===== config.mk =====
export PLATFORM = sky130hd
export DESIGN_NAME = cache_way_decoder
export DESIGN_NICKNAME = d
export VERILOG_FILES = /design/src/rtl/cache_way_decoder.sv
export SDC_FILE = /design/constraint.sdc
export NUM_CORES = 1
export LEC_CHECK = 0
export BUFFER_PORTS_ARGS = -buffer_cell sky130_fd_sc_hd__buf_4
export CELL_PAD_IN_SITES_DETAIL_PLACEMENT = 0
export CELL_PAD_IN_SITES_GLOBAL_PLACEMENT = 1
export CORE_MARGIN = 5
export CORE_UTILIZATION = 46
export DETAILED_ROUTE_END_ITERATION = 7
export GPL_ROUTABILITY_DRIVEN = 0
export PLACE_DENSITY = 0.8
export SYNTH_ARGS = -nofsm -noshare
export SYNTH_HDL_FRONTEND = slang
export SYNTH_SLANG_ARGS = --single-unit

===== constraint.sdc =====
create_clock -name clk -period 1.8 [get_ports clk]
set_input_delay 0.36 -clock clk [delete_from_list [all_inputs] [get_ports clk]]
set_output_delay 0.36 -clock clk [all_outputs]
set_load 0.02 [all_outputs]

===== src/rtl/cache_way_decoder.sv =====
// rtl/cache_way_decoder.sv - way-select decoder and refill controller for a 2-way set-associative cache
//
// Decodes a hit way, or a victim it picks itself, into one-hot way write enables
// and a read-mux select. It keeps per-set valid bits and a 1-bit LRU, and runs
// the miss refill handshake with the next memory level.
//
// Ports:
//   clk, rst       clock, synchronous active-high reset
//   req_valid      access strobe, taken only while req_ready=1
//   req_write      access is a write
//   req_index      set index of the access
//   miss, way_f    hit encoder result (way_f meaningful when miss=0)
//   req_ready      idle, access accepted this cycle
//   way_we         one-hot way write enable (registered)
//   way_sel        way index for read mux / fill path (registered)
//   mem_req        refill request to next level (registered)
//   mem_ack        refill data available, looked at only in REFILL
//   refill_done    one-cycle pulse while the fill is written (registered)
module cache_way_decoder #(
    parameter int INDEX_W = 4
) (
    input  logic               clk,
    input  logic               rst,
    input  logic               req_valid,
    input  logic               req_write,
    input  logic [INDEX_W-1:0] req_index,
    input  logic               miss,
    input  logic               way_f,
    output logic               req_ready,
    output logic [1:0]         way_we,
    output logic               way_sel,
    output logic               mem_req,
    input  logic               mem_ack,
    output logic               refill_done
);

    localparam int SETS = 1 << INDEX_W;

    typedef enum logic [1:0] {
        S_IDLE   = 2'd0,
        S_REFILL = 2'd1,
        S_FILL   = 2'd2
    } state_t;

    state_t               r_state;
    state_t               w_state_nxt;

    logic [SETS-1:0][1:0] r_valid;
    logic [SETS-1:0]      r_lru;
    logic [INDEX_W-1:0]   r_index;
    logic                 r_victim;

    logic [1:0]           r_way_we;
    logic                 r_way_sel;
    logic                 r_mem_req;
    logic                 r_refill_done;

    logic [1:0]           w_way_we_nxt;
    logic                 w_way_sel_nxt;
    logic                 w_mem_req_nxt;
    logic                 w_refill_done_nxt;
    logic [1:0]           w_set_valid;
    logic                 w_victim;
    logic                 w_hit;
    logic                 w_miss_acc;

    function automatic logic [1:0] f_onehot(input logic way);
        return {way, ~way};
    endfunction

    // Fill an empty way first; only evict by LRU when both ways hold data.
    always_comb begin
        w_set_valid = r_valid[req_index];
        if (!w_set_valid[0]) begin
            w_victim = 1'b0;
        end else if (!w_set_valid[1]) begin
            w_victim = 1'b1;
        end else begin
            w_victim = r_lru[req_index];
        end
        w_hit      = (r_state == S_IDLE) && req_valid && !miss;
        w_miss_acc = (r_state == S_IDLE) && req_valid && miss;
    end

    always_comb begin
        w_state_nxt       = r_state;
        w_way_we_nxt      = 2'b00;
        w_way_sel_nxt     = r_way_sel;
        w_mem_req_nxt     = r_mem_req;
        w_refill_done_nxt = 1'b0;
        case (r_state)
            S_IDLE: begin
                w_mem_req_nxt = 1'b0;
                if (w_hit) begin
                    w_way_sel_nxt = way_f;
                    w_way_we_nxt  = req_write ? f_onehot(way_f) : 2'b00;
                end else if (w_miss_acc) begin
                    w_mem_req_nxt = 1'b1;
                    w_state_nxt   = S_REFILL;
                end
            end
            S_REFILL: begin
                // Fill strobes are set on the ack edge so they are high
                // throughout the single FILL cycle.
                if (mem_ack) begin
                    w_mem_req_nxt     = 1'b0;
                    w_way_we_nxt      = f_onehot(r_victim);
                    w_way_sel_nxt     = r_victim;
                    w_refill_done_nxt = 1'b1;
                    w_state_nxt       = S_FILL;
                end
            end
            S_FILL: begin
                w_state_nxt = S_IDLE;
            end
            default: begin
                w_mem_req_nxt = 1'b0;
                w_state_nxt   = S_IDLE;
            end
        endcase
    end

    always_ff @(posedge clk) begin
        if (rst) begin
            r_state <= S_IDLE;
        end else begin
            r_state <= w_state_nxt;
        end
    end

    always_ff @(posedge clk) begin
        if (rst) begin
            r_way_we      <= 2'b00;
            r_way_sel     <= 1'b0;
            r_mem_req     <= 1'b0;
            r_refill_done <= 1'b0;
            r_valid       <= '0;
            r_lru         <= '0;
            r_index       <= '0;
            r_victim      <= 1'b0;
        end else begin
            r_way_we      <= w_way_we_nxt;
            r_way_sel     <= w_way_sel_nxt;
            r_mem_req     <= w_mem_req_nxt;
            r_refill_done <= w_refill_done_nxt;
            if (w_miss_acc) begin
                r_index  <= req_index;
                r_victim <= w_victim;
            end
            if (w_hit) begin
                r_lru[req_index] <= ~way_f;
            end
            // Tables commit when FILL ends, so a reset during REFILL leaves no trace.
            if (r_state == S_FILL) begin
                r_valid[r_index][r_victim] <= 1'b1;
                r_lru[r_index]             <= ~r_victim;
            end
        end
    end

    assign req_ready   = (r_state == S_IDLE);
    assign way_we      = r_way_we;
    assign way_sel     = r_way_sel;
    assign mem_req     = r_mem_req;
    assign refill_done = r_refill_done;

endmodule


==> impl_metrics.csv, run 1 <==
group,metric,value,unit
run_status,status,"completed",
clocking,htreeDepth,3,
yosys,synthTopCellsByArea,"dfxtp_1 43%, a21oi_1 9.6%, mux4_2 8.8%, nor2_1 7.1%, mux2i_1 3.5%",
worst_setup_path,r2r-end,"r_lru[6]",
yosys,synthFlopType,"dfxtp_1",
global_routing,grt_pass1_vias,2392,
routing,totalWireLength,7514,um
timing,timing.final.ws_setup,0.09169,ns
yosys,synth_cell_type_count,38,
routing,drtPass1Iterations,4,
placed_design,port_buffers,16,
global_routing,antenna_found_initial,0,
pwr,p_leak,1.333,nW
floorplan,ios,17,
hold_path,holdPathEnd,"r_state[0]",
floorplan,rows,28,
worst_setup_path,reg2regPathDepth,5,
routing,drtIter0Drc,157,
clocking,cts-buffers-inserted,9,
worst_setup_path,worst-path-max-fanout,10,
clocking,cts_num_sinks,60,
worst_setup_path,rr_startpoint,"r_state[1]",
final_layout,fill_cells,567,
global_routing,grt_pass1_wl,12370,um
routing,vias,2493,
worst_setup_path,worstPathRequired,2.03,ns
global_routing,grt_usage,0.2137,
yosys,syn_avg_cell_area,8.982,um2
pwr,p_per_area,864.9,nW/um2
final_layout,syn_to_final_growth,20.76,%
timing,setup-tns-final,0,ns
worst_setup_path,r2r_slack,0.09,ns
hold_path,min_path_type,"input pin to register",
clocking,path_clk_slew,0.07,ns
timing,drv_slew,0,
final_layout,seqCellArea,1201,um2
final_layout,layout_commonest_cell,"dfxtp_1",
final_layout,antenna_cells,0,
clocking,cts_tree,"built",
timing,setup_viol,0,
clocking,cts_resized,0,
clocking,hold_buffers,0,
worst_setup_path,critPathCaptureType,"register",
global_routing,grt_max_degree,39,
yosys,yosysWarnings,0,
worst_setup_path,criticalPathCategory,"register to register",
hold_path,min_from,"mem_ack",
timing,rsz0062_at_grt,"no",
timing,fmax,585.4,MHz
floorplan,dieArea,7797,um2
final_layout,multi_input_area,1484,um2
yosys,async_flop_share,0,
final_layout,final_cell_mix,"60 x dfxtp_1, 54 x a21oi_1, 53 x nor2_1, 53 x buf_4, 13 x a31oi_1",
placed_design,dp_hpwl,5403,um
yosys,synth_edf_count,0,
yosys,ys_seq_elements,60,
yosys,synth_nets,325,
yosys,syn-instance-count,314,
yosys,ys_seq_area_frac,0.4259,
floorplan,start_util,0.4735,
final_layout,nNetsFinal,363,
final_layout,drive_above_1_share,0.2325,
floorplan,core_area,5956,um2
clocking,cts-root-buf,"clkbuf_8",
yosys,yosysTopAreaCell,"dfxtp_1",
routing,drc,0,
clocking,post_cts_buffers,0,
routing,wl_per_cell,17.39,um
timing,period_minus_slack,1.708,ns
final_layout,fin_util,0.5718,
timing,post-route-period-util,0.9491,
timing,skew,0.007704,ns
timing,whs,0.3156,ns
yosys,yosysTopAreaCellShare,0.4259,
timing,hold_violations,0,
routing,ant_nets,0,
worst_setup_path,start_kind,"register",
global_routing,grt-ovfl-total,0,
floorplan,dieWidth,88.30,um
job,max_cap_viol_count,0,
pwr,ir_worst_vdd,0.4426,mV
clocking,worstSkewPairLatency,0.34,ns
timing,relSlewSlack,0.7298,
routing,viasPerCell,5.771,
clocking,clock_tree.buffer_depth,2,
worst_setup_path,cp.arrival,1.94,ns
yosys,syn_area,2820,um2
hold_path,whs_path_depth,4,
placed_design,dp_cells,416,
final_layout,finalNonFillerCells,432,
floorplan,die_y,88.30,um
timing,worst_pin_slew,0.4054,ns
placed_design,pre_cts_ws,-0.1143,ns
cell families (layout without fill, tap and decap cells):
logic type	after synthesis	after routing	share of synthesized area
DFF	60	60	0.4259
and+or+nand+nor	109	109	0.1921
muxes	24	24	0.1406
buffers and inverters	29	72	0.04791
AOI/OAI and AO/OA	92	92	0.1934
power by group:
part	leakage (nW)	total, mW	internal (mW)	switching (mW)
Sequential	0.484	1.36	1.34	0.0182
Clock	0.107	1.34	0.816	0.529
Combinational	0.742	0.240	0.103	0.136
cell usage after synthesis (all sizes together) (6+ instances only):
cell and count:
dfxtp 60, a21oi 54, nor2 53, clkbuf 17, a31oi 13, mux4 12, nand2 12, o21a 12
nand3 11, mux2i 10, buf 9, nor3 7, nor2b 6
area by class of cell:
type,instances,area share
well taps,75,0.02755
clock inverters,4,0.02131
flip-flops and latches,60,0.3527
inverters,3,0.003306
clock buffers,12,0.04262
multi-input cells,225,0.4357
repair buffers,53,0.1168
worst max-delay path by stage:
stage	startpoint	endpoint	slack [ns]	depth (start not counted)
after CTS	r_state[1]	r_lru[6]	0.12	5
after global placement	req_index[0]	r_victim	-0.009	7
after detailed placement	req_index[0]	r_victim	-0.11	7
after global routing	r_state[1]	r_lru[6]	0.005	5
final	r_state[1]	r_lru[6]	0.09	5
after floorplan	r_state[1]	r_victim	0.11	4
through the flow:
step           power (mW)  cell area [um2]
2_1_floorplan       1.539             2820
3_3_place_gp        1.627             3188
3_5_place_dp        1.629             3188
4_1_cts             2.982             3406
5_1_grt             3.063             3406
6_report            2.946             3406
sequential cells by signal, indices dropped and copies added (netlist names):
register / flops
r_victim: 1
way_we: 2
mem_req: 1
r_index: 4
r_state: 2
refill_done: 1
way_sel: 1
r_valid: 32
r_lru: 16
worst max-delay path, stage by stage, from the launching register on:
cell and delay [ns]:
dfxtp_1 0.56, nand2b_1 0.28, nor4_1 0.37, buf_4 0.19, a21oi_1 0.06, o21a_1 0.12
per-layer routing:
layer | global-route usage | part of all wire | wire, um | vias up
li1 | - | - | - | 1217
met1 | 0.2792 | 0.44 | 3279 | 1165
met2 | 0.3107 | 0.45 | 3412 | 84
met3 | 0.05866 | 0.063 | 476 | 27
met4 | 0.1360 | 0.046 | 346 | 0
met5 | 0 | 0 | 0 | -
(Power assumes the default switching activity.)
==> run 2, diff against run 1 <==
- SETUP_SLACK_MARGIN: unset -> 0.4
==> run 2 against run 1 <==
Register-to-register slack better by 0.19 ns. Sequential power about the same. Global-route usage shrank 0.65 points. Largest cell class unchanged.
==> impl_metrics.csv, run 2 (synthesis gave the netlist of run 1 again) <==
group,metric,value,unit
run_status,status,"completed",
final_layout,largest_reg_flops,32,
final_layout,fill_cells,499,
routing,drtPass1Iterations,4,
clocking,cts-buffers-inserted,9,
worst_setup_path,worst-path-max-fanout,4,
timing,drv_slew,0,
pwr,clock_power_share,0.494,
timing,period_minus_slack,1.522,ns
floorplan,ios,17,
routing,ant_nets,0,
pwr,p_sw,0.6963,mW
pwr,ir_worst_vdd,0.6025,mV
routing,drtIter0Drc,220,
floorplan,dieWidth,88.30,um
final_layout,drive_above_1_share,0.3609,
worst_setup_path,start_kind,"register",
clocking,cts_tree,"built",
clocking,cts_num_sinks,60,
final_layout,top_register,"r_valid",
timing,post-route-period-util,0.8456,
timing,setup_viol,0,
final_layout,antenna_cells,0,
routing,viasPerCell,5.822,
worst_setup_path,critPathCaptureType,"register",
routing,drc,0,
pwr,swShare,0.2158,
clocking,hold_buffers,0,
routing,vias,2550,
clocking,path_clk_slew,0.07,ns
worst_setup_path,r2r_slack,0.28,ns
final_layout,reg_top3,"r_valid: 32 flops, r_lru: 16 flops, r_index: 4 flops",
timing,hold_violations,0,
timing,setup-tns-final,0,ns
routing,wl_per_cell,17.40,um
clocking,htreeDepth,3,
floorplan,start_util,0.4735,
global_routing,grt-ovfl-total,0,
clocking,worstSkewPairLatency,0.34,ns
final_layout,syn_to_final_growth,31.54,%
global_routing,grt_pass1_wl,12190,um
global_routing,grt_pass1_vias,2443,
floorplan,rows,28,
pwr,p_leak,1.435,nW
floorplan,dieArea,7797,um2
pwr,p_seq_frac,0.421,
pwr,p_total,3.226,mW
placed_design,port_buffers,16,
hold_path,min_from,"mem_ack",
final_layout,final_cell_mix,"55 x dfxtp_1, 53 x buf_4, 51 x a21oi_1",
worst_setup_path,criticalPathCategory,"register to register",
final_layout,finalNonFillerCells,438,
routing,totalWireLength,7622,um
global_routing,grt_max_degree,23,
final_layout,nNetsFinal,369,
clocking,cts-root-buf,"clkbuf_8",
pwr,p_per_area,869.7,nW/um2
global_routing,antenna_found_initial,0,
timing,skew,0.01258,ns
job,max_cap_viol_count,0,
final_layout,layout_commonest_cell,"dfxtp_1",
pwr,intPower,2.530,mW
worst_setup_path,cp.arrival,1.75,ns
global_routing,grt_usage,0.2072,
timing,worst_pin_slew,0.3615,ns
worst_setup_path,r2r-end,"r_lru[7]",
worst_setup_path,worstPathRequired,2.03,ns
floorplan,core_area,5956,um2
worst_setup_path,rr_startpoint,"r_state[1]",
hold_path,min_path_type,"input pin to register",
timing,fmax,657.0,MHz
worst_setup_path,crit_path_end,"r_lru[7]",
clocking,clock_tree.buffer_depth,2,
timing,relSlewSlack,0.7585,
placed_design,dp_hpwl,5263,um
placed_design,dp_cells,416,
pwr,combPwrFrac,0.085,
worst_setup_path,reg2regPathDepth,5,
floorplan,die_y,88.30,um
worst_setup_path,worstSetupStartpoint,"r_state[1]",
timing,rsz0062_at_grt,"yes",
-- run 2: timing repair --
| action | 4_1_cts | 5_1_grt |
|---|---|---|
| setup buffers | 5 | 1 |
| endpoints found under the hold margin | 0 | 0 |
| endpoints found under the setup margin | 28 | 48 |
| pin swaps | 18 | 9 |
| gates resized for setup | 21 | 28 |
-- run 2: cell type report --
| cell class | instances | area [um2] | share of cell area |
|---|---|---|---|
| Clock buffer | 13 | 178.9 | 0.04823 |
| Clock inverter | 3 | 90.09 | 0.02428 |
| Inverter | 3 | 11.26 | 0.003035 |
| Multi-Input combinational cell | 225 | 1657 | 0.4465 |
| Sequential cell | 60 | 1210 | 0.3261 |
| Tap cell | 75 | 93.84 | 0.02530 |
| Timing Repair Buffer | 59 | 469.2 | 0.1265 |
-- run 2: per-layer routing --
layer	vias up	global-route usage	share of wire
met2	72	0.3202	0.47
li1	1227	-	-
met3	18	0.04935	0.059
met5	-	0	0
met4	0	0.08654	0.024
met1	1233	0.2786	0.45
-- run 2: worst max-delay path: stages (launching register included) --
cell,delay [ns]
dfxtp_4,0.36
buf_6,0.12
nor4b_4,0.35
nand3_2,0.11
mux2_4,0.32
o21a_1,0.16
-- run 2: power by group through the flow --
stage | combinational (mW) | sequential [mW] | clock [mW]
3_3_place_gp | 0.240 | 1.39 | 0
2_1_floorplan | 0.158 | 1.38 | 0
5_1_grt | 0.294 | 1.36 | 1.70
3_5_place_dp | 0.242 | 1.39 | 0
6_report | 0.273 | 1.36 | 1.59
4_1_cts | 0.256 | 1.36 | 1.62
-- run 2: how the worst min path moves through the flow --
stage,endpoint,depth (start not counted)
5_1_grt,r_state[1],3
3_3_place_gp,r_valid[3],2
6_report,r_state[0],4
2_1_floorplan,r_valid[12],2
3_5_place_dp,mem_req,2
4_1_cts,r_state[0],4
-- run 2: per-stage QoR --
step / setup slack (ns) / cell area, um2 / utilization / hold WS (ns)
after global routing: 0.2026 / 3710 / 0.6229 / 0.3245
after floorplan: 0.1680 / 2836 / - / 0.4315
after CTS: 0.2492 / 3578 / 0.6008 / 0.3145
final: 0.2780 / 3710 / 0.6229 / 0.3233
after detailed placement: -0.01180 / 3198 / 0.5370 / 0.4518
after global placement: 0.002046 / 3198 / 0.5370 / 0.4430
==> run 3, diff against run 2 <==
- ABC_AREA: unset -> 1
- CORE_UTILIZATION: 46 -> 39
- PLACE_DENSITY: 0.8 -> 0.77
- clock period: 1.8 -> 1.4 ns (I/O delays scaled with it)
==> run 3 against run 2 <==
The flow now finishes with violations (setup timing). Synthesized cell count rose by 51%. Via count rose by 21%. Combinational power rose by 68%. Total power rose by 8.4%. Clock-buffer cell count fell by 1. Clock power fell by 19%. Largest power group is now registers. First-iteration DRC count fell by 30%. Synthesized area rose by 8.3%. Highest routed layer unchanged.
==> impl_metrics.csv, run 3 <==
group,metric,value,unit
yosys,synth_cell_type_count,32,
global_routing,grt_max_degree,25,
clocking,hold_buffers,0,
placed_design,dp_cells,598,
final_layout,stdcell_area,4106,um2
timing,hold_violations,0,
worst_setup_path,criticalPathCategory,"register to register",
worst_setup_path,worst-path-max-fanout,6,
yosys,synth_edf_count,0,
yosys,syn_area,3054,um2
timing,rsz0062_at_grt,"yes",
pwr,p_per_area,851.7,nW/um2
worst_setup_path,worstSetupStartpoint,"r_state[1]",
clocking,clock_tree.buffer_depth,2,
placed_design,port_buffers,16,
timing,drv_slew,0,
run_status,violations,"setup timing",
routing,top_layer_used,"met4",
final_layout,layout_commonest_cell,"nand2_1",
timing,setup_viol,2,
floorplan,rows,32,
yosys,yosysMostFrequentCell,"nand2_1",
routing,wl_per_cell,14.57,um
final_layout,seqCellArea,1226,um2
clocking,cts-root-buf,"clkbuf_8",
placed_design,pre_cts_ws,-0.1841,ns
timing,relSlewSlack,0.6546,
worst_setup_path,worstPathRequired,1.66,ns
clocking,htreeDepth,3,
yosys,synthTopCellsByArea,"dfxtp_1 39%, nand2_1 20%, nor2_1 8.4%, a21oi_1 7.2%, inv_1 5.8%",
global_routing,antenna_found_initial,0,
routing,drc,0,
final_layout,multi_input_area,1874,um2
floorplan,start_util,0.3973,
timing,fmax,707.1,MHz
routing,ant_nets,0,
timing,whs,0.2219,ns
yosys,syn_avg_cell_area,6.443,um2
hold_path,min_path_type,"input pin to register",
pwr,p_leak,1.752,nW
routing,totalWireLength,9163,um
yosys,synth_nets,485,
placed_design,post_dp_cell_area,3503,um2
global_routing,grt_pass1_vias,3039,
yosys,ys_seq_area_frac,0.3933,
floorplan,dieWidth,98.50,um
global_routing,grt_usage,0.1945,
global_routing,grt_pass1_wl,15010,um
worst_setup_path,r2r_slack,-0.01,ns
clocking,cts_num_sinks,60,
routing,viasPerCell,4.913,
placed_design,dp_hpwl,6489,um
yosys,synthFlopType,"dfxtp_1",
final_layout,fill_cells,803,
pwr,ir_worst_vdd,0.4403,mV
final_layout,final_cell_mix,"159 x nand2_1, 48 x dfxtp_1, 42 x nor2_1",
final_layout,antenna_cells,0,
job,max_cap_viol_count,0,
worst_setup_path,critPathCaptureType,"register",
hold_path,min_from,"mem_ack",
yosys,synthTopCellsByCount,"166 x nand2_1, 68 x nor2_1, 60 x dfxtp_1, 47 x inv_1, 44 x a21oi_1",
global_routing,grt-ovfl-total,0,
final_layout,finalNonFillerCells,629,
timing,skew,0.008712,ns
yosys,ys_seq_elements,60,
yosys,yosysWarnings,0,
routing,vias,3090,
yosys,async_flop_share,0,
final_layout,drive_above_1_share,0.3112,
worst_setup_path,start_kind,"register",
routing,drtIter0Drc,155,
timing,setup-tns-final,-0.02333,ns
routing,wl_met2,4377,um
routing,wl_met3,252,um
routing,m1WireLength,4356,um
run_status,status,"finished, violations left",
yosys,syn-instance-count,474,
yosys,yosysTopAreaCell,"dfxtp_1",
final_layout,syn_to_final_growth,34.45,%
final_layout,largest_reg_flops,32,
floorplan,dieArea,9701,um2
final_layout,reg_top3,"r_valid: 32 flops, r_lru: 16 flops, r_index: 4 flops",
floorplan,core_area,7687,um2
yosys,yosysTopAreaCellShare,0.3933,
timing,post-route-period-util,1.010,
clocking,cts_tree,"built",
worst_setup_path,cp.arrival,1.67,ns
clocking,worstSkewPairLatency,0.33,ns
routing,drtPass1Iterations,4,
timing,period_minus_slack,1.414,ns
timing,worst_pin_slew,0.5175,ns
final_layout,top_register,"r_valid",
final_layout,nNetsFinal,534,
clocking,cts-buffers-inserted,9,
floorplan,ios,17,
worst_setup_path,rr_startpoint,"r_state[1]",
floorplan,die_y,98.50,um
clocking,path_clk_slew,0.06,ns
timing,timing.final.ws_setup,-0.01430,ns
==> run 3: changes by cell type after synthesis, moves of 6 or more <==
cell	delta
mux4_2	-11
mux2i_1	-10
nor2_1	+15
inv_1	+44
clkbuf_1	-9
nor2_2	+6
o21a_1	-8
nor2b_1	-6
a31oi_1	-10
o21ai_0	+6
nand2_1	+154
a21oi_1	-10
==> run 3: cells by family after synthesis <==
| family | count (synthesis) | share of synthesized area |
|---|---|---|
| buffers and inverters | 69 | 0.09504 |
| DFF | 60 | 0.3933 |
| and+or+nand+nor | 270 | 0.3716 |
| AOI/OAI and AO/OA | 75 | 0.1401 |
==> run 3: path summary, 6_finish.rpt <==
kind                               endpoint  depth (start not counted)
worst max-delay path               r_lru[6]                          8
worst min-delay path             r_state[1]                          3
worst max register to register     r_lru[6]                          8
worst min register to register  r_valid[26]                          2
==> run 3: per-layer routing <==
layer / vias up / track usage
li1: 1590 / -
met1: 1442 / 0.2550
met2: 45 / 0.3193
met3: 13 / 0.03185
met4: 0 / 0.07773
met5: - / 0
==> run 3: through the flow <==
stage                     utilization  power, mW
after floorplan                     -      2.004
after global placement         0.4557      2.154
after detailed placement       0.4557      2.157
after CTS                      0.5259      3.508
after global routing           0.5342      3.642
final                          0.5342      3.497
==> run 3: power by group <==
| part | leakage (nW) | switching (mW) | internal, mW |
|---|---|---|---|
| logic | 1.18 | 0.287 | 0.173 |
| clock network | 0.0800 | 0.654 | 0.625 |
| registers | 0.491 | 0.0294 | 1.73 |
==> run 3: repair_timing <==
item	in CTS	in global routing
pin swaps	10	4
resized for setup	85	11
endpoints found under the setup margin	64	66
setup buffers	12	4
==> run 3: final cells by class <==
class,instances,area share
timing repair buffer,56,0.1252
tap,102,0.03108
clock buffer,12,0.03291
inverter,51,0.05210
multi-input combinational,345,0.4564
sequential,60,0.2986
clock inverter,3,0.003656
==> run 3: critical path: stages (launching register included) <==
cell and delay (ns):
dfxtp_4 0.36, nor2_4 0.11, nand3_4 0.15, buf_4 0.18, nor2_4 0.13, nand2_1 0.09, o21ai_1 0.14, a21oi_1 0.07
nor3_2 0.11
